--- config.mk ---
export PLATFORM = sky130hd
export DESIGN_NAME = drum_timing_xfer_flat
export DESIGN_NICKNAME = d
export VERILOG_FILES = /design/src/rtl/drum_timing_xfer_if.sv /design/src/rtl/drum_timing_xfer.sv /design/src/flat_wrapper.sv
export SDC_FILE = /design/constraint.sdc
export NUM_CORES = 1
export LEC_CHECK = 0
export CAP_MARGIN = 15
export CORE_ASPECT_RATIO = 1.5
export CORE_UTILIZATION = 48
export DETAILED_ROUTE_END_ITERATION = 12
export GPL_TIMING_DRIVEN = 0
export PLACE_DENSITY = 0.76
export REMOVE_ABC_BUFFERS = 1
export SLEW_MARGIN = 40
export SYNTH_ARGS = -nofsm -noshare
export SYNTH_HDL_FRONTEND = slang
export SYNTH_SLANG_ARGS = --single-unit
--- constraint.sdc ---
create_clock -name CLOCK -period 2.4 [get_ports CLOCK]
set_input_delay 0.24 -clock CLOCK [delete_from_list [all_inputs] [get_ports CLOCK]]
set_output_delay 0.24 -clock CLOCK [all_outputs]
set_load 0.02 [all_outputs]
--- src/rtl/drum_timing_xfer_if.sv ---
// Command and timing bus between the command decoder, the drum timing block
// and the memory-line stages that consume bit/word timing and the TR window.
interface drum_timing_xfer_if;
    logic       CMD_START;
    logic       CMD_IMM;
    logic [6:0] CMD_T;
    logic [6:0] CMD_N;
    logic [4:0] BIT_POS;
    logic [6:0] WORD_TIME;
    logic       T0;
    logic       T29;
    logic       TR;
    logic       BUSY;
    logic       DONE;
    logic       CMD_ERR;

    modport master (
        output CMD_START, CMD_IMM, CMD_T, CMD_N,
        input  BIT_POS, WORD_TIME, T0, T29, TR, BUSY, DONE, CMD_ERR
    );

    modport slave (
        input  CMD_START, CMD_IMM, CMD_T, CMD_N,
        output BIT_POS, WORD_TIME, T0, T29, TR, BUSY, DONE, CMD_ERR
    );
endinterface

--- src/rtl/drum_timing_xfer.sv ---
// Drum bit/word timing locked to the track circulation, plus the TR transfer
// window that spans whole words from a start word up to (not including) word N.
module drum_timing_xfer #(
    parameter int BITS_PER_WORD  = 29,
    parameter int WORDS_PER_LINE = 108
) (
    input  logic               CLOCK,
    input  logic               rst,
    drum_timing_xfer_if.slave  bus
);
    localparam logic [4:0] LAST_BIT  = 5'(BITS_PER_WORD - 1);
    localparam logic [6:0] LAST_WORD = 7'(WORDS_PER_LINE - 1);

    typedef enum logic [1:0] {IDLE, WAIT, XFER} state_t;

    state_t     state, state_nxt;
    logic [4:0] bit_pos, bit_nxt;
    logic [6:0] word_time, word_nxt;
    logic [6:0] t_q, n_q;
    logic       imm_q;
    logic       tr_q, busy_q, done_q, err_q;
    logic       tr_nxt, busy_nxt, done_nxt, err_nxt;
    logic       at_boundary, cmd_bad, cmd_ok;

    always_comb begin
        bit_nxt  = (bit_pos == LAST_BIT) ? 5'd0 : bit_pos + 5'd1;
        word_nxt = word_time;
        if (bit_pos == LAST_BIT)
            word_nxt = (word_time == LAST_WORD) ? 7'd0 : word_time + 7'd1;
    end

    // Every decision is made against the position the drum is about to reach,
    // so TR changes exactly in the bit-0 cycle of a word.
    assign at_boundary = (bit_nxt == 5'd0);
    assign cmd_bad     = (bus.CMD_T > LAST_WORD) || (bus.CMD_N > LAST_WORD);
    assign cmd_ok      = (state == IDLE) && bus.CMD_START && !cmd_bad;

    always_ff @(posedge CLOCK) begin
        if (!rst) begin
            state <= IDLE;
        end else begin
            state <= state_nxt;
        end
    end

    always_comb begin
        state_nxt = state;
        case (state)
            IDLE: begin
                // A start landing right before its word's bit 0 goes straight to XFER.
                if (cmd_ok) begin
                    if (at_boundary && (bus.CMD_IMM || word_nxt == bus.CMD_T))
                        state_nxt = XFER;
                    else
                        state_nxt = WAIT;
                end
            end
            WAIT: begin
                if (at_boundary && (imm_q || word_nxt == t_q))
                    state_nxt = XFER;
            end
            XFER: begin
                if (at_boundary && word_nxt == n_q)
                    state_nxt = IDLE;
            end
            default: state_nxt = IDLE;
        endcase
    end

    always_comb begin
        tr_nxt   = (state_nxt == XFER);
        busy_nxt = (state_nxt != IDLE);
        done_nxt = (state == XFER) && (state_nxt == IDLE);
        err_nxt  = (state == IDLE) && bus.CMD_START && cmd_bad;
    end

    always_ff @(posedge CLOCK) begin
        if (!rst) begin
            bit_pos   <= 5'd0;
            word_time <= 7'd0;
            t_q       <= 7'd0;
            n_q       <= 7'd0;
            imm_q     <= 1'b0;
            tr_q      <= 1'b0;
            busy_q    <= 1'b0;
            done_q    <= 1'b0;
            err_q     <= 1'b0;
        end else begin
            bit_pos   <= bit_nxt;
            word_time <= word_nxt;
            tr_q      <= tr_nxt;
            busy_q    <= busy_nxt;
            done_q    <= done_nxt;
            err_q     <= err_nxt;
            if (cmd_ok) begin
                t_q   <= bus.CMD_T;
                n_q   <= bus.CMD_N;
                imm_q <= bus.CMD_IMM;
            end
        end
    end

    assign bus.BIT_POS   = bit_pos;
    assign bus.WORD_TIME = word_time;
    assign bus.T0        = (bit_pos == 5'd0);
    assign bus.T29       = (bit_pos == LAST_BIT);
    assign bus.TR        = tr_q;
    assign bus.BUSY      = busy_q;
    assign bus.DONE      = done_q;
    assign bus.CMD_ERR   = err_q;
endmodule

--- src/flat_wrapper.sv ---
// flat-port wrapper written by rule: the top's interface ports become plain ports
module drum_timing_xfer_flat 
#(
    parameter int BITS_PER_WORD  = 29,
    parameter int WORDS_PER_LINE = 108
)
  (CLOCK, rst, bus_CMD_START, bus_CMD_IMM, bus_CMD_T, bus_CMD_N, bus_BIT_POS, bus_WORD_TIME, bus_T0, bus_T29, bus_TR, bus_BUSY, bus_DONE, bus_CMD_ERR);
  drum_timing_xfer_if bus_i ();
  input  logic CLOCK;
  input  logic rst;
  input wire logic [$bits(bus_i.CMD_START)-1:0] bus_CMD_START;
  input wire logic [$bits(bus_i.CMD_IMM)-1:0] bus_CMD_IMM;
  input wire logic [$bits(bus_i.CMD_T)-1:0] bus_CMD_T;
  input wire logic [$bits(bus_i.CMD_N)-1:0] bus_CMD_N;
  output wire logic [$bits(bus_i.BIT_POS)-1:0] bus_BIT_POS;
  output wire logic [$bits(bus_i.WORD_TIME)-1:0] bus_WORD_TIME;
  output wire logic [$bits(bus_i.T0)-1:0] bus_T0;
  output wire logic [$bits(bus_i.T29)-1:0] bus_T29;
  output wire logic [$bits(bus_i.TR)-1:0] bus_TR;
  output wire logic [$bits(bus_i.BUSY)-1:0] bus_BUSY;
  output wire logic [$bits(bus_i.DONE)-1:0] bus_DONE;
  output wire logic [$bits(bus_i.CMD_ERR)-1:0] bus_CMD_ERR;
  assign bus_i.CMD_START = bus_CMD_START;
  assign bus_i.CMD_IMM = bus_CMD_IMM;
  assign bus_i.CMD_T = bus_CMD_T;
  assign bus_i.CMD_N = bus_CMD_N;
  assign bus_BIT_POS = bus_i.BIT_POS;
  assign bus_WORD_TIME = bus_i.WORD_TIME;
  assign bus_T0 = bus_i.T0;
  assign bus_T29 = bus_i.T29;
  assign bus_TR = bus_i.TR;
  assign bus_BUSY = bus_i.BUSY;
  assign bus_DONE = bus_i.DONE;
  assign bus_CMD_ERR = bus_i.CMD_ERR;
  drum_timing_xfer #(.BITS_PER_WORD(BITS_PER_WORD), .WORDS_PER_LINE(WORDS_PER_LINE)) u_core (.CLOCK(CLOCK), .rst(rst), .bus(bus_i));
endmodule
* Word-level counts from Yosys, hierarchy flattened *
Cells that the tools add are included.

cells by class
  multiplexer cells = 8
  order comparisons = 2
  reduce and logical (&&, ||, !) cells = 16
  eq/ne operators = 8
  add/sub/neg operators = 2

operators by type and width
  operator                                                         number
  7-bit == test                                                    3
  7-bit greater-than comparator, second input constant             2
  7-bit two-way mux                                                2
  5-bit logical NOT                                                2
  2-bit two-way mux                                                4
  7-bit by 1-bit adder with 7-bit output, second input constant    1
  7-bit == test, second input constant                             1
  1-bit logical AND                                                7
  2-bit case mux with 3 select lines                               1
  5-bit by 1-bit adder with 5-bit output, second input constant    1
  5-bit == test, second input constant                             1
  5-bit two-way mux                                                1
  2-bit == test, second input constant                             2
  2-bit logical NOT                                                2
  1-bit logical OR                                                 3
  2-bit by 1-bit == test with 1-bit output, second input constant  1
  2-bit nonzero test                                               1
  1-bit logical NOT                                                1

storage, ports and cells
  output and inout bits = 18
  register bits after elaboration = 33
  logic and storage cells = 46
  input bits = 18

* Longest topological paths before layout *
Gate-level depths: netlist (run 1).

  depth in word-level cells = 11
  gate-level depth with buffers = 12
  mapped depth without buffers = 11

* Worst setup path after synthesis (run 1) *
OpenSTA, ideal clock, no wires.

  path kind = flip-flop to flip-flop
  start point = reg u_core.bit_pos[0] (netlist: u_core.bus.BIT_POS[0])
  end point = reg u_core.busy_q (netlist: u_core.bus.BUSY)
  stages on the path, launching flop included = 13
  path slack = -0.161 ns
  data arrival time = 2.441 ns
  data required time = 2.280 ns
  clock period less this slack = 2.561 ns
  buffers on the path = 1
  library setup time = 0.120 ns
  cells stage by stage = dfxtp_1 > inv_1 > ha_1 > nand4_2 > inv_2 > buf_6 > a31o_2 > o21ai_1 > xnor2_1 > nor3_2 > a41oi_1 > a311o_2 > or2_1

between the ends
  longest elaborated chain between the ends = 9
  elaborated cells between the ends (all ways) = 19
  those cells by class = add/sub: 1; eq/ne: 4; mux: 7; reduce/logical: 7

RTL lines
  what                                  RTL line                text
  from (decl)                           drum_timing_xfer.sv:17  logic [4:0] bit_pos, bit_nxt;
  from (signal assigned)                drum_timing_xfer.sv:89  bit_pos <= bit_nxt;
  5-bit == test *                       --
  named net bus_T29                     flat_wrapper.sv:18      output wire logic [$bits(bus_i.T29)-1:0] bus_T29;
  7-bit two-way mux                     drum_timing_xfer.sv:28  if (bit_pos == LAST_BIT)
  7-bit == test                         drum_timing_xfer.sv:52  if (at_boundary && (bus.CMD_IMM || word_nxt == bus.CMD_T))
  1-bit logical OR                      drum_timing_xfer.sv:52
  1-bit logical AND                     drum_timing_xfer.sv:52
  2-bit two-way mux                     drum_timing_xfer.sv:52
  2-bit two-way mux                     drum_timing_xfer.sv:51  if (cmd_ok) begin
  2-bit case mux with 3 select lines *  drum_timing_xfer.sv:48  case (state)
  2-bit nonzero test *                  drum_timing_xfer.sv:72  busy_nxt = (state_nxt != IDLE);
  to (signal assigned)                  drum_timing_xfer.sv:92  busy_q <= busy_nxt;
  to (decl)                             drum_timing_xfer.sv:21  logic tr_q, busy_q, done_q, err_q;

Mark *: on every way through the listed nets, which the timed path passes. The rest lies on a longest branch.
A chain may end at the register's enable or synchronous reset.

* Final worst setup path (run 1) *
  start point = reg u_core.bit_pos[0] (netlist: u_core.bus.BIT_POS[0])
  end point = reg u_core.busy_q (netlist: u_core.bus.BUSY)

between the ends
  longest elaborated chain between the ends = 9
  elaborated cells between the ends (all ways) = 19
  those cells by class = add/sub: 1; eq/ne: 4; mux: 7; reduce/logical: 7

RTL lines
  what                                                                            RTL line
  branches (longest 7 deep; another with 5-bit by 1-bit adder with 5-bit output)  --
  2-bit case mux with 3 select lines *                                            drum_timing_xfer.sv:48
  2-bit nonzero test *                                                            drum_timing_xfer.sv:72

Every way passes the cells marked *.

==> flow_metrics.tcl, run 1 <==
set metrics [dict create \
    slew_violations 0 \
    synth.distinct_cells 65 \
    post-synth-top-count-cell "dfxtp_1" \
    drive_gt1_share_pct 22.97 \
    synth-edff-count 0 \
    async_flop_share_pct 0 \
    dr.pass1.iters 5 \
    grt_max_degree 31 \
    critPathTopFamily "compound AO/OA/AOI/OAI gates" \
    clk_pin_slew_ps 70 \
    p_leak_nw 1.124 \
    start_util_pct 50.06 \
    tightest_slew_ps 580.2 \
    ant_nets 0 \
    synthFlopType "dfxtp_1" \
    syn_to_final_growth_pct 32.24 \
    drt_wl_total_mm 5.313 \
    drv_cap 0 \
    die-area_mm2 0.004664 \
    synthCells 240 \
    hpwlAfterDp_mm 3.519 \
    grt_pass1_wl_mm 8.838 \
    ir_drop_uv 524.5 \
    numPortBuffers 35 \
    cp_cell_sequence "inv_2, ha_4, nand4_4, clkinv_4, o211ai_1, buf_4, and3b_1, o21ai_1, o41a_1, nor3b_2, a311o_2, or2_1" \
    ys_top_cells_by_area "dfxtp_1 (31%), nor2b_1 (8.0%), mux2i_1 (6.7%)" \
    p_total_mw 1.303 \
    status "finished with violations" \
    first_global_vias 1877 \
    globalRouteMet1Util_pct 27.73 \
    fin_ws_ps -134.1 \
    hold_ws_ps 415.8 \
    drc 0 \
    avgSynthCellArea_um2 8.779 \
    nets 303 \
    cts_inserted_buffers 5 \
    gp_congestion 0.8187 \
    crit_fanout 5 \
    vias 1954 \
    violations "setup timing" \
    yosys_warnings 0 \
    clock_sinks 33 \
    hold_viol 0 \
    clock-root-buffer "clkbuf_8" \
    clock_latency_ps 280 \
    die_x_um 56.10 \
    gr-max-usage-layer "met2" \
    fp.dieH_um 83.15 \
    coreArea_mm2 0.004209 \
    path_buf_inv 3 \
    critPathLaunchType "register" \
    grt_usage_pct 23.67 \
    cp-end-kind "register" \
    slowest_delay_ps 360 \
    final_util_pct 66.20 \
    rsz0062_at_grt "true" \
    synth_seq_cells 33 \
    r2r_slack_ps -130 \
    drtIter0Drc 97 \
    crit_type "register to register" \
    diodes 0 \
    arrival_ps 2700 \
    finalCritPeriodShare_pct 105.6 \
    grt_use_met2_pct 41.34 \
    grt_antenna_before_repair 0 \
    synth_sequential_area_ratio_pct 31.35 \
    routed_via_density 5.939 \
    synthTopCellsByCount "dfxtp_1 (33), nor2b_1 (27), nand2_1 (16)" \
    max_freq_mhz 394.6 \
    wl_per_cell_um 16.15 \
    p_per_area_mw_per_mm2 467.6 \
    period_minus_slack_ps 2534 \
    cts_tree "yes" \
    finalSetupViolCount 1 \
    slew_headroom_pct 61.32 \
    grt_overflow_total 0 \
    required_ps 2570 \
    cp_num_cells 12 \
    r2r_cells 12 \
    synth_top_area_cell "dfxtp_1" \
    num_io_pins 36 \
    min_path_type "input pin to register" \
    htreeDepth 2 \
    fin_skew_ps 6.612 \
    netlist.area_leader.share_pct 31.35 \
    hold_depth 2 \
    rows 29 \
    syn-cell-area_mm2 0.002107 \
    cts_buffer_depth 2 \
    met3_usage_pct 4.050 \
    cp_slowest_cell "dfxtp_4" \
]
[logic make-up (layout without fill, tap and decap cells)]
logic type / count (synthesis) / in the layout / share of synthesized area (%)
compound gates: 49 / 49 / 16.21
xor+xnor: 17 / 17 / 7.720
fa+ha+maj: 3 / 3 / 1.782
buf+inv: 23 / 66 / 5.403
flops: 33 / 33 / 31.35
mux: 15 / 15 / 7.719
simple gates: 100 / 100 / 29.81
[power by group]
part | internal [mW] | switching (mW) | leakage (nW) | total (mW)
sequential | 0.578 | 0.0344 | 0.276 | 0.612
clock | 0.201 | 0.199 | 0.0450 | 0.400
combinational | 0.154 | 0.138 | 0.804 | 0.291
total | 0.932 | 0.371 | 1.12 | 1.30
[timing repair]
action                                  in CTS  in global routing
gates resized for setup                     37                 14
hold endpoints to repair                     0                  0
endpoints found under the setup margin       6                  3
cloned                                       1                  0
pin swaps                                   10                  7
buffers inserted                             9                  4
hold buffers                                 0                  0
[state kept, by name (all words and copies together) (netlist names)]
name / cells
u_core.state: 2
u_core.bus.CMD_ERR: 1
u_core.bus.DONE: 1
u_core.n_q: 7
u_core.imm_q: 1
u_core.t_q: 7
u_core.bus.BUSY: 1
u_core.bus.WORD_TIME: 7
u_core.bus.BIT_POS: 5
u_core.bus.TR: 1
[cell usage in the layout, fill, tap and decap left out, types with 7 or more instances in the layout]
master	Yosys	layout
mux2i_1	14	13
xnor2_1	9	7
clkdlybuf4s50_1	0	34
nand2_1	16	15
dfxtp_1	33	23
nor2_1	8	7
nor2b_1	27	26
nand3_1	8	7
a21oi_1	10	10
buf_4	2	11
xor2_1	7	7
[cell type report]
class                   count  area [µm²]
clock buffers               6       72.57
repair inverters            1       3.754
well taps                  46       57.56
multi-input cells         184        1463
flip-flops and latches     33       688.2
inverters                   9       41.29
repair buffers             48       450.4
fillers                   331        1423
clock inverters             2       10.01
[per-layer routing]
metal	vias up	share of wire, %
met5	-	0
met4	0	3.4
met3	20	3.9
met2	68	51
met1	921	41
li1	945	-
[worst paths after layout]
path	startpoint	endpoint
max	u_core.bus.BIT_POS[0]	u_core.bus.BUSY
min	rst	u_core.bus.WORD_TIME[3]
max reg2reg	u_core.bus.BIT_POS[0]	u_core.bus.BUSY
min reg2reg	u_core.imm_q	u_core.imm_q
[stage by stage]
step | setup WS [ps] | instance area (µm²) | TNS [ps] | std cells
2_1_floorplan | -404.7 | 2027 | -903.4 | 226
3_3_place_gp | -662.6 | 2435 | -3341 | 307
3_5_place_dp | -709.2 | 2435 | -3593 | 307
4_1_cts | -91.80 | 2706 | -94.90 | 325
5_1_grt | -238.8 | 2786 | -427.7 | 329
6_report | -134.1 | 2786 | -134.1 | 329
Power figures use the tool's default switching activity.
==> run 2, diff against run 1 <==
ABC_AREA = 1   (was unset)
CORE_UTILIZATION = 46   (was 48)
PLACE_DENSITY = 0.75   (was 0.76)
==> run 2 against run 1 <==
The run now ends clean. Synthesized cell count up 21%. Clock skew is 3.0 ps higher. Worst hold slack improved by 59 ps. Final cell count up 14%. First-iteration DRC count is 45% lower. Cell area down 11%. Die area shrank 7.1%. Non-clock buffer count fell by 8. Setup slack better by 300 ps. Core utilization shrank 3.4 points. Critical endpoint is now bus_T29. Largest cell class unchanged. Largest power group unchanged.
==> flow_metrics.tcl, run 2 <==
set metrics [dict create \
    status "finished, final reports clean" \
    dr.pass1.iters 9 \
    hold_ws_ps 475.2 \
    p_leak_nw 1.139 \
    synthCells 291 \
    fin_ws_ps 168.3 \
    cp-end-kind "output port" \
    tightest_slew_ps 706.2 \
    fin_skew_ps 9.616 \
    drv_cap 0 \
    start_util_pct 47.70 \
    cp-startpoint "u_core.bus.BIT_POS[0]" \
    clock-root-buffer "clkbuf_8" \
    hold_depth 2 \
    die-area_mm2 0.004334 \
    rsz0062_at_grt "true" \
    vias 1869 \
    nets 351 \
    synthFlopType "dfxtp_1" \
    syn_to_final_growth_pct 31.75 \
    synthTopCellsByCount "nand2_1 (68), inv_1 (45), nor2_1 (40)" \
    post-place-ws_ps -47.84 \
    num-fill-cells 378 \
    arrival_ps 1990 \
    die_x_um 54.09 \
    crit_fanout 7 \
    grt_usage_pct 22.10 \
    hpwlAfterDp_mm 3.111 \
    synth.distinct_cells 23 \
    fp.dieH_um 80.13 \
    netlist.area_leader.share_pct 35.29 \
    grt_overflow_total 0 \
    placed_area_mm2 0.002232 \
    mostFrequentLayoutCell "nand2_1" \
    cts_buffer_depth 2 \
    synth_sequential_area_ratio_pct 35.29 \
    clock_latency_ps 290 \
    drive_gt1_share_pct 13.60 \
    min_path_type "register to register" \
    hold_viol 0 \
    gp_congestion 0.8307 \
    finalSetupTns_ps 0 \
    synth_seq_cells 33 \
    cts_tree "yes" \
    drc 0 \
    r2r_slack_ps 210 \
    coreArea_mm2 0.003924 \
    p_per_area_mw_per_mm2 537.2 \
    r2r_end "u_core.bus.BUSY" \
    first_global_vias 1661 \
    cts_inserted_buffers 5 \
    cp_slowest_cell "clkdlybuf4s50_1" \
    synth_top_area_cell "dfxtp_1" \
    wl_per_cell_um 11.40 \
    post-route-cell-area_mm2 0.002466 \
    rows 28 \
    ys_top_cells_by_area "dfxtp_1 (35%), nand2_1 (14%), inv_1 (9.0%)" \
    final_cell_mix "nand2_1 (66), inv_1 (44), nor2_1 (38)" \
    cp_cell_sequence "inv_4, ha_4, nand2_4, nor2_4, buf_12, buf_4, clkdlybuf4s50_1" \
    period_minus_slack_ps 2232 \
    numPortBuffers 35 \
    avgSynthCellArea_um2 6.432 \
    routed_via_density 4.971 \
    yosys_warnings 0 \
    required_ps 2160 \
    syn-cell-area_mm2 0.001872 \
    ant_nets 0 \
    grt_pass1_wl_mm 7.079 \
    r2r_cells 20 \
    diodes 0 \
    synth-edff-count 0 \
    crit_type "register to output port" \
    p_total_mw 1.325 \
    slew_violations 0 \
    ir_drop_uv 440.6 \
    async_flop_share_pct 0 \
    drtIter0Drc 53 \
    critPathLaunchType "register" \
    slew_headroom_pct 52.77 \
    grt_max_degree 22 \
    clk_pin_slew_ps 70 \
    post-synth-top-count-cell "nand2_1" \
    drt_wl_total_mm 4.287 \
    finalSetupViolCount 0 \
    max_freq_mhz 448.1 \
    finalCritPeriodShare_pct 92.99 \
    clock_sinks 33 \
    num_io_pins 36 \
    htreeDepth 2 \
    crit_path_end "bus_T29" \
    grt_antenna_before_repair 0 \
    r2r-start "u_core.bus.BIT_POS[0]" \
    slowest_delay_ps 580 \
]
run 2: changes by cell type after synthesis, sizes merged, moves of 9 or more:
cell,change
inv,+37
mux2i,-15
nand2,+65
nand3,+15
nor2,+34
nor2b,-27
o21ai,+9
xnor2,-9
run 2: worst max-delay path, delay by kind of cell (launching register included):
kind                       cells  cell delay (ps)
DFF                            1              370
buffers and inverters          4              910
and+or+nand+nor                2              280
adders and majority gates      1              140
run 2: stage by stage:
step,instances,utilization (%)
floorplan,283,-
global placement,363,56.82
detailed placement,363,56.89
CTS,373,60.17
global route,376,62.85
finish,376,62.85
run 2: area by class of cell:
| type | instances | area (µm²) | area share (%) |
|---|---|---|---|
| Multi-Input combinational cell | 204 | 1067 | 43.28 |
| Inverter | 46 | 175.2 | 7.103 |
| Clock buffer | 7 | 96.34 | 3.907 |
| Tap cell | 45 | 56.30 | 2.283 |
| Sequential cell | 33 | 665.6 | 26.99 |
| Clock inverter | 1 | 5.005 | 0.2029 |
| Timing Repair Buffer | 40 | 400.4 | 16.24 |
run 2: routing by layer:
metal	wire length (µm)	vias up	track usage, %
met5	0	-	0
li1	-	987	-
met2	2301	41	38.52
met3	135	8	4.167
met4	57	0	7.949
met1	1793	833	25.75
run 2: cell families after synthesis:
logic type / after synthesis / synth area share, %
compound gates: 38 / 10.56
xor+xnor: 6 / 2.807
fa+ha+maj: 3 / 2.006
buf+inv: 54 / 11.83
flops: 33 / 35.29
simple gates: 157 / 37.50
run 2: timing repair:
item                       in CTS  in global routing
hold buffers                    0                  0
buffers inserted                2                  3
setup endpoints to repair       4                  9
pin swaps                       1                  2
gates resized for setup         0                 20
run 2: worst min-delay path by stage:
| stage | from | to |
|---|---|---|
| 3_3_place_gp | u_core.n_q[3] | u_core.n_q[3] |
| 3_5_place_dp | u_core.n_q[4] | u_core.n_q[4] |
| 4_1_cts | u_core.n_q[4] | u_core.n_q[4] |
| 2_1_floorplan | rst | u_core.bus.BIT_POS[1] |
| 6_report | u_core.n_q[4] | u_core.n_q[4] |
| 5_1_grt | u_core.n_q[4] | u_core.n_q[4] |
run 2: where the power goes:
group | total, mW | switching [mW] | internal, mW | leakage, nW
registers | 0.608 | 0.0217 | 0.587 | 0.271
logic | 0.243 | 0.137 | 0.106 | 0.814
clock network | 0.473 | 0.214 | 0.259 | 0.0542
total | 1.32 | 0.373 | 0.952 | 1.14
==> run 3, diff against run 2 <==
CORE_ASPECT_RATIO = 0.75   (was 1.5)
CTS_CLUSTER_DIAMETER = 150   (was unset)
==> run 3 against run 2 <==
Combinational power shrank 5%. Register-to-register slack hardly changed. Sequential power barely moved. Sequential share of layout area decreased by 0.074 points. Global-route usage grew 0.081 points. Critical path depth unchanged. Sequential cell count unchanged. Worst hold slack worse by 24 ps. Final cell count rose by 1.9%. Critical path type unchanged. Largest power group unchanged.
==> flow_metrics.tcl, run 3 (synthesis results as in run 2) <==
set metrics [dict create \
    numPortBuffers 35 \
    die_x_um 75.66 \
    rows 19 \
    grt_antenna_before_repair 0 \
    nets 352 \
    cts_buffer_depth 2 \
    clk_pin_slew_ps 60 \
    post-place-ws_ps -63.98 \
    final_cell_mix "nand2_1 (65), inv_1 (45), nor2_1 (37)" \
    first_global_vias 1625 \
    critPathLaunchType "register" \
    finalSetupTns_ps 0 \
    htreeDepth 2 \
    clock_latency_ps 280 \
    cp_cell_sequence "inv_1, ha_2, nand2_2, nor2_4, buf_6, buf_4, clkdlybuf4s50_1" \
    fin_skew_ps 7.441 \
    vias 1846 \
    tightest_slew_ps 747.0 \
    routed_via_density 4.820 \
    placed_area_mm2 0.002241 \
    grt_overflow_total 0 \
    mostFrequentLayoutCell "nand2_1" \
    die-area_mm2 0.004331 \
    clock_sinks 33 \
    drv_cap 0 \
    start_util_pct 49.52 \
    gp_congestion 0.8299 \
    syn_to_final_growth_pct 31.62 \
    fp.dieH_um 57.25 \
    p_leak_nw 1.108 \
    required_ps 2160 \
    dpl.cell_count 370 \
    period_minus_slack_ps 2218 \
    post-route-cell-area_mm2 0.002464 \
    finalCritPeriodShare_pct 92.42 \
    diodes 0 \
    max_freq_mhz 450.8 \
    grt_usage_pct 22.18 \
    cts_tree "yes" \
    slowest_delay_ps 600 \
    crit_fanout 5 \
    cp-end-kind "output port" \
    drive_gt1_share_pct 13.90 \
    cp_slowest_cell "clkdlybuf4s50_1" \
    hpwlAfterDp_mm 3.229 \
    num-fill-cells 346 \
    cts_hold_buf 0 \
    fin_ws_ps 181.9 \
    ant_nets 0 \
    finalSetupViolCount 0 \
    drt_wl_total_mm 4.314 \
    slew_headroom_pct 50.14 \
    slew_violations 0 \
    drc 0 \
    p_total_mw 1.254 \
    drtIter0Drc 117 \
    hold_viol 0 \
    grt_pass1_wl_mm 7.169 \
    cts_inserted_buffers 5 \
    crit_type "register to output port" \
    multiInputGateArea_mm2 0.001074 \
    regArea_um2 663.1 \
    min_path_type "register to register" \
    clock-root-buffer "clkbuf_8" \
    arrival_ps 1980 \
    coreArea_mm2 0.003780 \
    status "finished, final reports clean" \
    layout.cells.non_filler 383 \
    wl_per_cell_um 11.26 \
    p_per_area_mw_per_mm2 509.1 \
    dr.pass1.iters 4 \
    rsz0062_at_grt "false" \
    ir_drop_uv 371.1 \
    num_io_pins 36 \
    grt_max_degree 22 \
]
-- run 3: cell types whose count changed in the layout (fill, tap and decap cells not counted), sizes merged --
cell    previous run  this run
clkinv             1         0
buf                5         6
-- run 3: what timing repair did --
item | in CTS | in global routing
setup buffers | 3 | 3
resized for setup | 0 | 21
setup endpoints to repair | 4 | 5
pin swaps | 1 | 3
-- run 3: final cells by class --
class,instances,share of cell area [%]
clock buffers,7,3.504
well taps,52,2.641
multi-input cells,204,43.58
inverters,46,7.009
repair buffers,41,16.35
flip-flops and latches,33,26.92
-- run 3: routing by layer --
| layer | part of all wire (%) | wire length (µm) | global-route usage [%] |
|---|---|---|---|
| met3 | 6.5 | 282 | 6.360 |
| met4 | 1.2 | 52 | 7.937 |
| met2 | 42 | 1803 | 32.40 |
| met1 | 50 | 2175 | 31.07 |
| met5 | 0 | 0 | 0 |
-- run 3: worst max-delay path: cells and delay by family (launching register included) --
family / cells / cell delay, ps
simple gates: 2 / 250
fa+ha+maj: 1 / 200
buf+inv: 4 / 910
flops: 1 / 340
-- run 3: through the flow --
step | util, % | hold WS (ps)
after floorplan | - | 337.6
after global placement | 59.22 | 461.9
after detailed placement | 59.29 | 467.8
after CTS | 62.16 | 475.9
after global routing | 65.18 | 472.9
final | 65.18 | 451.0
-- run 3: final timing paths --
kind | start | to | slack, ps | cells after the start
max | u_core.bus.BIT_POS[0] | bus_T29 | 180 | 7
min | u_core.bus.BIT_POS[0] | u_core.bus.BIT_POS[0] | 450 | 1
max reg2reg | u_core.bus.BIT_POS[0] | u_core.bus.BUSY | 200 | 18
min reg2reg | u_core.bus.BIT_POS[0] | u_core.bus.BIT_POS[0] | 450 | 1
-- run 3: power by group --
| part | internal (mW) | switching [mW] |
|---|---|---|
| logic | 0.0999 | 0.130 |
| registers | 0.588 | 0.0208 |
| clock network | 0.227 | 0.188 |
| total | 0.915 | 0.339 |
==> RTL change 1: new RTL, settings of run 2 <==
Reset style: asynchronous (`rst`), changed in 2 clocked blocks.
--- a/src/rtl/drum_timing_xfer.sv
+++ b/src/rtl/drum_timing_xfer.sv
@@ -36,5 +36,5 @@
     assign cmd_ok      = (state == IDLE) && bus.CMD_START && !cmd_bad;
 
-    always_ff @(posedge CLOCK) begin
+    always_ff @(posedge CLOCK or negedge rst) begin
         if (!rst) begin
             state <= IDLE;
@@ -75,5 +75,5 @@
     end
 
-    always_ff @(posedge CLOCK) begin
+    always_ff @(posedge CLOCK or negedge rst) begin
         if (!rst) begin
             bit_pos   <= 5'd0;
Check against the original RTL: differs if rst is asserted again (counterexample within 4 cycles, from zero or initial values and one cycle with rst low); with rst held inactive, the same outputs for 10 cycles.
==> RTL change 1 against run 2 <==
Via count decreased by 0.86%. Routed wire length increased by 15%. Count of clock-buffer cells in the layout unchanged. Sequential cell count unchanged. Sequential share of layout area increased by 2.9 points. Worst setup slack got worse by 0.18 ns. Global-route usage decreased by 0.57 points. The run now ends with setup timing left. Register-to-register slack got worse by 0.23 ns. Area after synthesis increased by 5.5%. Final area increased by 12%. Critical path type is now flip-flop to flip-flop.
Power is not compared: it rests on default switching activity, and its combinational part moved more than twofold at a synthesized area within 25%.
==> RTL change 1: results (changes against run 2) <==
final setup fails=1 (+1); maximum VDD drop=0.388 mV; antenna violations before repair=0 (unchanged); leakage=1.41 nW; wire length of the first global-routing pass=7.59 mm (+7.2%); async set-reset flop share out of synthesis=100% (+100 points); status=finished, violations left; # H-tree levels=2 (unchanged); Yosys warnings=0 (unchanged); most area-consuming cells after synthesis=dfrtp_1, nand2_1, inv_1, nand3_1, nor2_1; setup slack after layout=-0.0163 ns (-0.185 ns); max incr delay on CP=0.39 ns (-0.19 ns); Slew headroom=60.7% (+8.0 points); vias post-DR=1,853 (-0.86%); CP max-delay cell=dfrtp_1; GRT Util Overall=21.5% (-0.57 points); ant diodes=0 (unchanged); vias in the first global route=1,723 (+3.7%); DRT iter0 DRCs=55 (+3.8%); clock buffer depth=2 (unchanged); Critical R2R Launch=u_core.bus.BIT_POS[0]$_DFF_PN0_; startpoint types=flip-flop; sequential area share after synthesis=41.8% (+6.5 points); placed insts=346 (-4.7%); type of the worst min-delay path=input port to asynchronous set/reset pin; vias per cell=4.97 (about the same); largest net degree at the start of global routing=26 (+18%); WL final=4.91 mm (+15%); clock skew=0.00391 ns (-0.00571 ns); Mapped Cells=270 (-7.2%); post-synthesis cell type count=29 (+26%); Root Driver=clkbuf_8; layout cells sized above 1=21.6% (+8.1 points); Clock Pin Slew Worst Setup and Hold Paths=0.07 ns (about the same); # port buffers=35 (unchanged); iteration count of the initial detailed-routing pass=4 (-5); synth cell count leaders=nand2_1, inv_1, dfrtp_1; Clock Latency Late Sink=0.28 ns; CP arrival=2.60 ns (+0.61 ns); failing checks=setup timing; Top delay family on crit path=simple AND/OR/NAND/NOR gates; hpwl dp=3.16 mm (+1.5%); Synth Flop Type=dfrtp_1; Max FO, Critical Path=3 (-4); RePlAce Congestion=0.871 (+4.8%); # DRC=0 (unchanged); Num CTS Buffers=5 (unchanged)
==> RTL change 1: changes by cell type in the layout (fill, tap and decap cells not counted), sizes merged, moves of 4 or more <==
| cell | run 2 | this run |
|---|---|---|
| buf | 5 | 20 |
| nand4 | 9 | 5 |
| nand3b | 0 | 5 |
| nor2 | 42 | 27 |
| dfrtp | 0 | 33 |
| a21oi | 18 | 1 |
| nand2 | 82 | 94 |
| dfxtp | 33 | 0 |
==> RTL change 1: layer usage <==
layer,GRT usage (%),wire length [µm]
met4,10.8,148
met1,23.6,1870
met3,4.52,159
met2,39.5,2740
met5,0,0
==> RTL change 1: where the power goes <==
part	internal [mW]	switching, mW
combinational	0.0335	0.0298
clock	0.338	0.203
sequential	0.556	0
==> RTL change 1: final cells by class <==
cell class	count	area (µm²)
multi-input cells	189	1080
repair buffers	54	519
flip-flops and latches	33	826
clock inverters	1	30.0
inverters	44	165
well taps	45	56.3
clock buffers	7	86.3
fillers	343	1270
==> RTL change 1: logic make-up (layout without fill, tap and decap cells) <==
logic type,count (synthesis),count (layout),share of synthesized area (%)
and+or+nand+nor,158,159,36.9
adders and majority gates,3,3,1.90
xor gates and xnor gates,7,7,3.11
buffers and inverters,49,106,9.95
DFF,33,33,41.8
AOI/OAI and AO/OA,20,20,6.27
==> RTL change 1: final timing paths <==
| kind | to | slack [ns] | cells after the start |
|---|---|---|---|
| max | u_core.bus.DONE$_DFF_PN0_ | -0.02 | 18 |
| min | u_core.t_q[5]$_DFFE_PN0P_ | 0.36 | 2 |
| max reg2reg | u_core.bus.DONE$_DFF_PN0_ | -0.02 | 18 |
| min reg2reg | u_core.imm_q$_DFFE_PN0P_ | 0.49 | 2 |
| max in group asynchronous | u_core.n_q[2]$_DFFE_PN0P_ | 1.63 | 3 |
| min in group CLOCK | u_core.imm_q$_DFFE_PN0P_ | 0.49 | 2 |
==> RTL change 1: through the flow <==
stage / setup TNS, ns / worst slack (ns) / area (µm²) / hold WS, ns
4_1_cts: 0 / 0.0469 / 2560 / 0.351
3_5_place_dp: -1.72 / -0.437 / 2370 / 0.121
5_1_grt: -0.579 / -0.201 / 2760 / 0.393
2_1_floorplan: -0.370 / -0.145 / 1940 / -0.0556
6_report: -0.0163 / -0.0163 / 2760 / 0.364
3_3_place_gp: -3.91 / -0.421 / 2350 / 0.460
==> RTL change 1: timing repair <==
item | in CTS | in global routing
setup endpoints to repair | 5 | 5
cloned | 0 | 1
gates resized for setup | 2 | 34
hold buffers | 1 | 0
hold endpoints to repair | 8 | 0
pin swaps | 1 | 20
buffers inserted | 7 | 10
==> RTL change 2: new RTL, settings of run 2 <==
Without the edit above. `WORDS_PER_LINE` is set to 108 in 2 places; all go to 81.
--- a/src/rtl/drum_timing_xfer.sv
+++ b/src/rtl/drum_timing_xfer.sv
@@ -3,5 +3,5 @@
 module drum_timing_xfer #(
     parameter int BITS_PER_WORD  = 29,
-    parameter int WORDS_PER_LINE = 108
+    parameter int WORDS_PER_LINE = 81
 ) (
     input  logic               CLOCK,
--- a/src/flat_wrapper.sv
+++ b/src/flat_wrapper.sv
@@ -3,5 +3,5 @@
 #(
     parameter int BITS_PER_WORD  = 29,
-    parameter int WORDS_PER_LINE = 108
+    parameter int WORDS_PER_LINE = 81
 )
   (CLOCK, rst, bus_CMD_START, bus_CMD_IMM, bus_CMD_T, bus_CMD_N, bus_BIT_POS, bus_WORD_TIME, bus_T0, bus_T29, bus_TR, bus_BUSY, bus_DONE, bus_CMD_ERR);
Behaviour: not the same (a bounded check fails within 4 cycles, from zero or initial values and one cycle with rst low).
==> RTL change 2 against run 2 <==
Routed wire length increased by 3.9%. Power fell by 8.6%. Final cell count increased by 1.9%. Sequential power down 1%. Area after synthesis increased by 1.3%. Clock power down 17%. Sequential cell count did not move. Core utilization fell by 0.68 points. Die area increased by 1.3%. Sequential share of layout area barely moved. Worst setup slack better by 0.053 ns. Synthesized cell count is 1.4% higher. Global-route usage decreased by 0.42 points. Final area down 0.20%. Critical endpoint is now u_core.bus.BUSY$_SDFF_PN0_. Highest routed layer unchanged.
==> RTL change 2: results (changes against run 2) <==
status=completed; Power Internal=0.882 mW (-7.4%); sequential area share after synthesis=34.8% (-0.47 points); maximum VDD drop=0.523 mV (+19%); nets=359 (+2.3%); met1 GRT Util=23.2% (-2.6 points); Top delay family on crit path=simple AND/OR/NAND/NOR gates; wire length of the first global-routing pass=6.91 mm (-2.4%); P_comb=0.217 mW (-11%); met3 wire len=128 µm (-5.2%); placed insts=368 (+1.4%); CP Capture Type=flip-flop; hpwl dp=3.09 mm (-0.82%); DRT iter0 DRCs=50 (-5.7%); Mean Syn Cell Area=6.43 µm² (about the same); Starting Density=47.9% (+0.21 points); clock skew=0.00931 ns (-0.000309 ns); CP max-delay cell=dfxtp_1; P_sw=0.329 mW (-12%); met2 WL=2.33 mm (+1.2%); most area-consuming cells after synthesis=dfxtp_1, nand2_1, inv_1, nor2_1, nand3_1; setup repair bufs after CTS=0 (-2); synth cell count leaders=nand2_1, inv_1, nor2_1; post-synthesis cell type count=24 (+4.3%); Avg WL per Cell=11.6 µm (+2.0%); Hold Slack=0.471 ns (-0.00450 ns); hold wc startpoint=u_core.n_q[2]$_SDFFE_PN0P_; max incr delay on CP=0.34 ns (-0.24 ns); GRT Util Overall=21.7% (-0.42 points); layout cells sized above 1=11.2% (-2.4 points); vias in the first global route=1,680 (+1.1%); Post-CTS Resized=2 (+2); Hold Path Sink=u_core.n_q[2]$_SDFFE_PN0P_; Seq group=0.599 mW (-1%); iteration count of the initial detailed-routing pass=5 (-4); worst-case reg-to-reg path depth=15 (-25%); vias per cell=5.00 (+0.54%); leakage=1.14 nW (-0.27%)
-- RTL change 2: worst reg2reg max path, stage by stage (launching register included) --
cell and delay, ns:
dfxtp_1 0.34, inv_2 0.08, ha_4 0.14, nand2_4 0.08
nor2_8 0.20, buf_4 0.15, nand2_1 0.04, nand2_1 0.05
nand3_1 0.18, xor2_1 0.21, nor3_2 0.15, nand3_1 0.11
nand2_1 0.09, nand3_2 0.09, nand3_2 0.09, nand2_1 0.07
-- RTL change 2: cell type report --
class | count | area, µm²
fillers | 361 | 1500
well taps | 45 | 56.3
multi-input cells | 211 | 1100
clock buffers | 8 | 80.1
flip-flops and latches | 33 | 664
repair buffers | 40 | 388
inverters | 46 | 173
-- RTL change 2: cell families after synthesis --
logic type	count (synthesis)	synth area share, %
buffers and inverters	53	11.0
AOI/OAI and AO/OA	36	10.0
xor gates and xnor gates	7	3.23
and+or+nand+nor	162	38.3
DFF	33	34.8
adders and majority gates	4	2.64
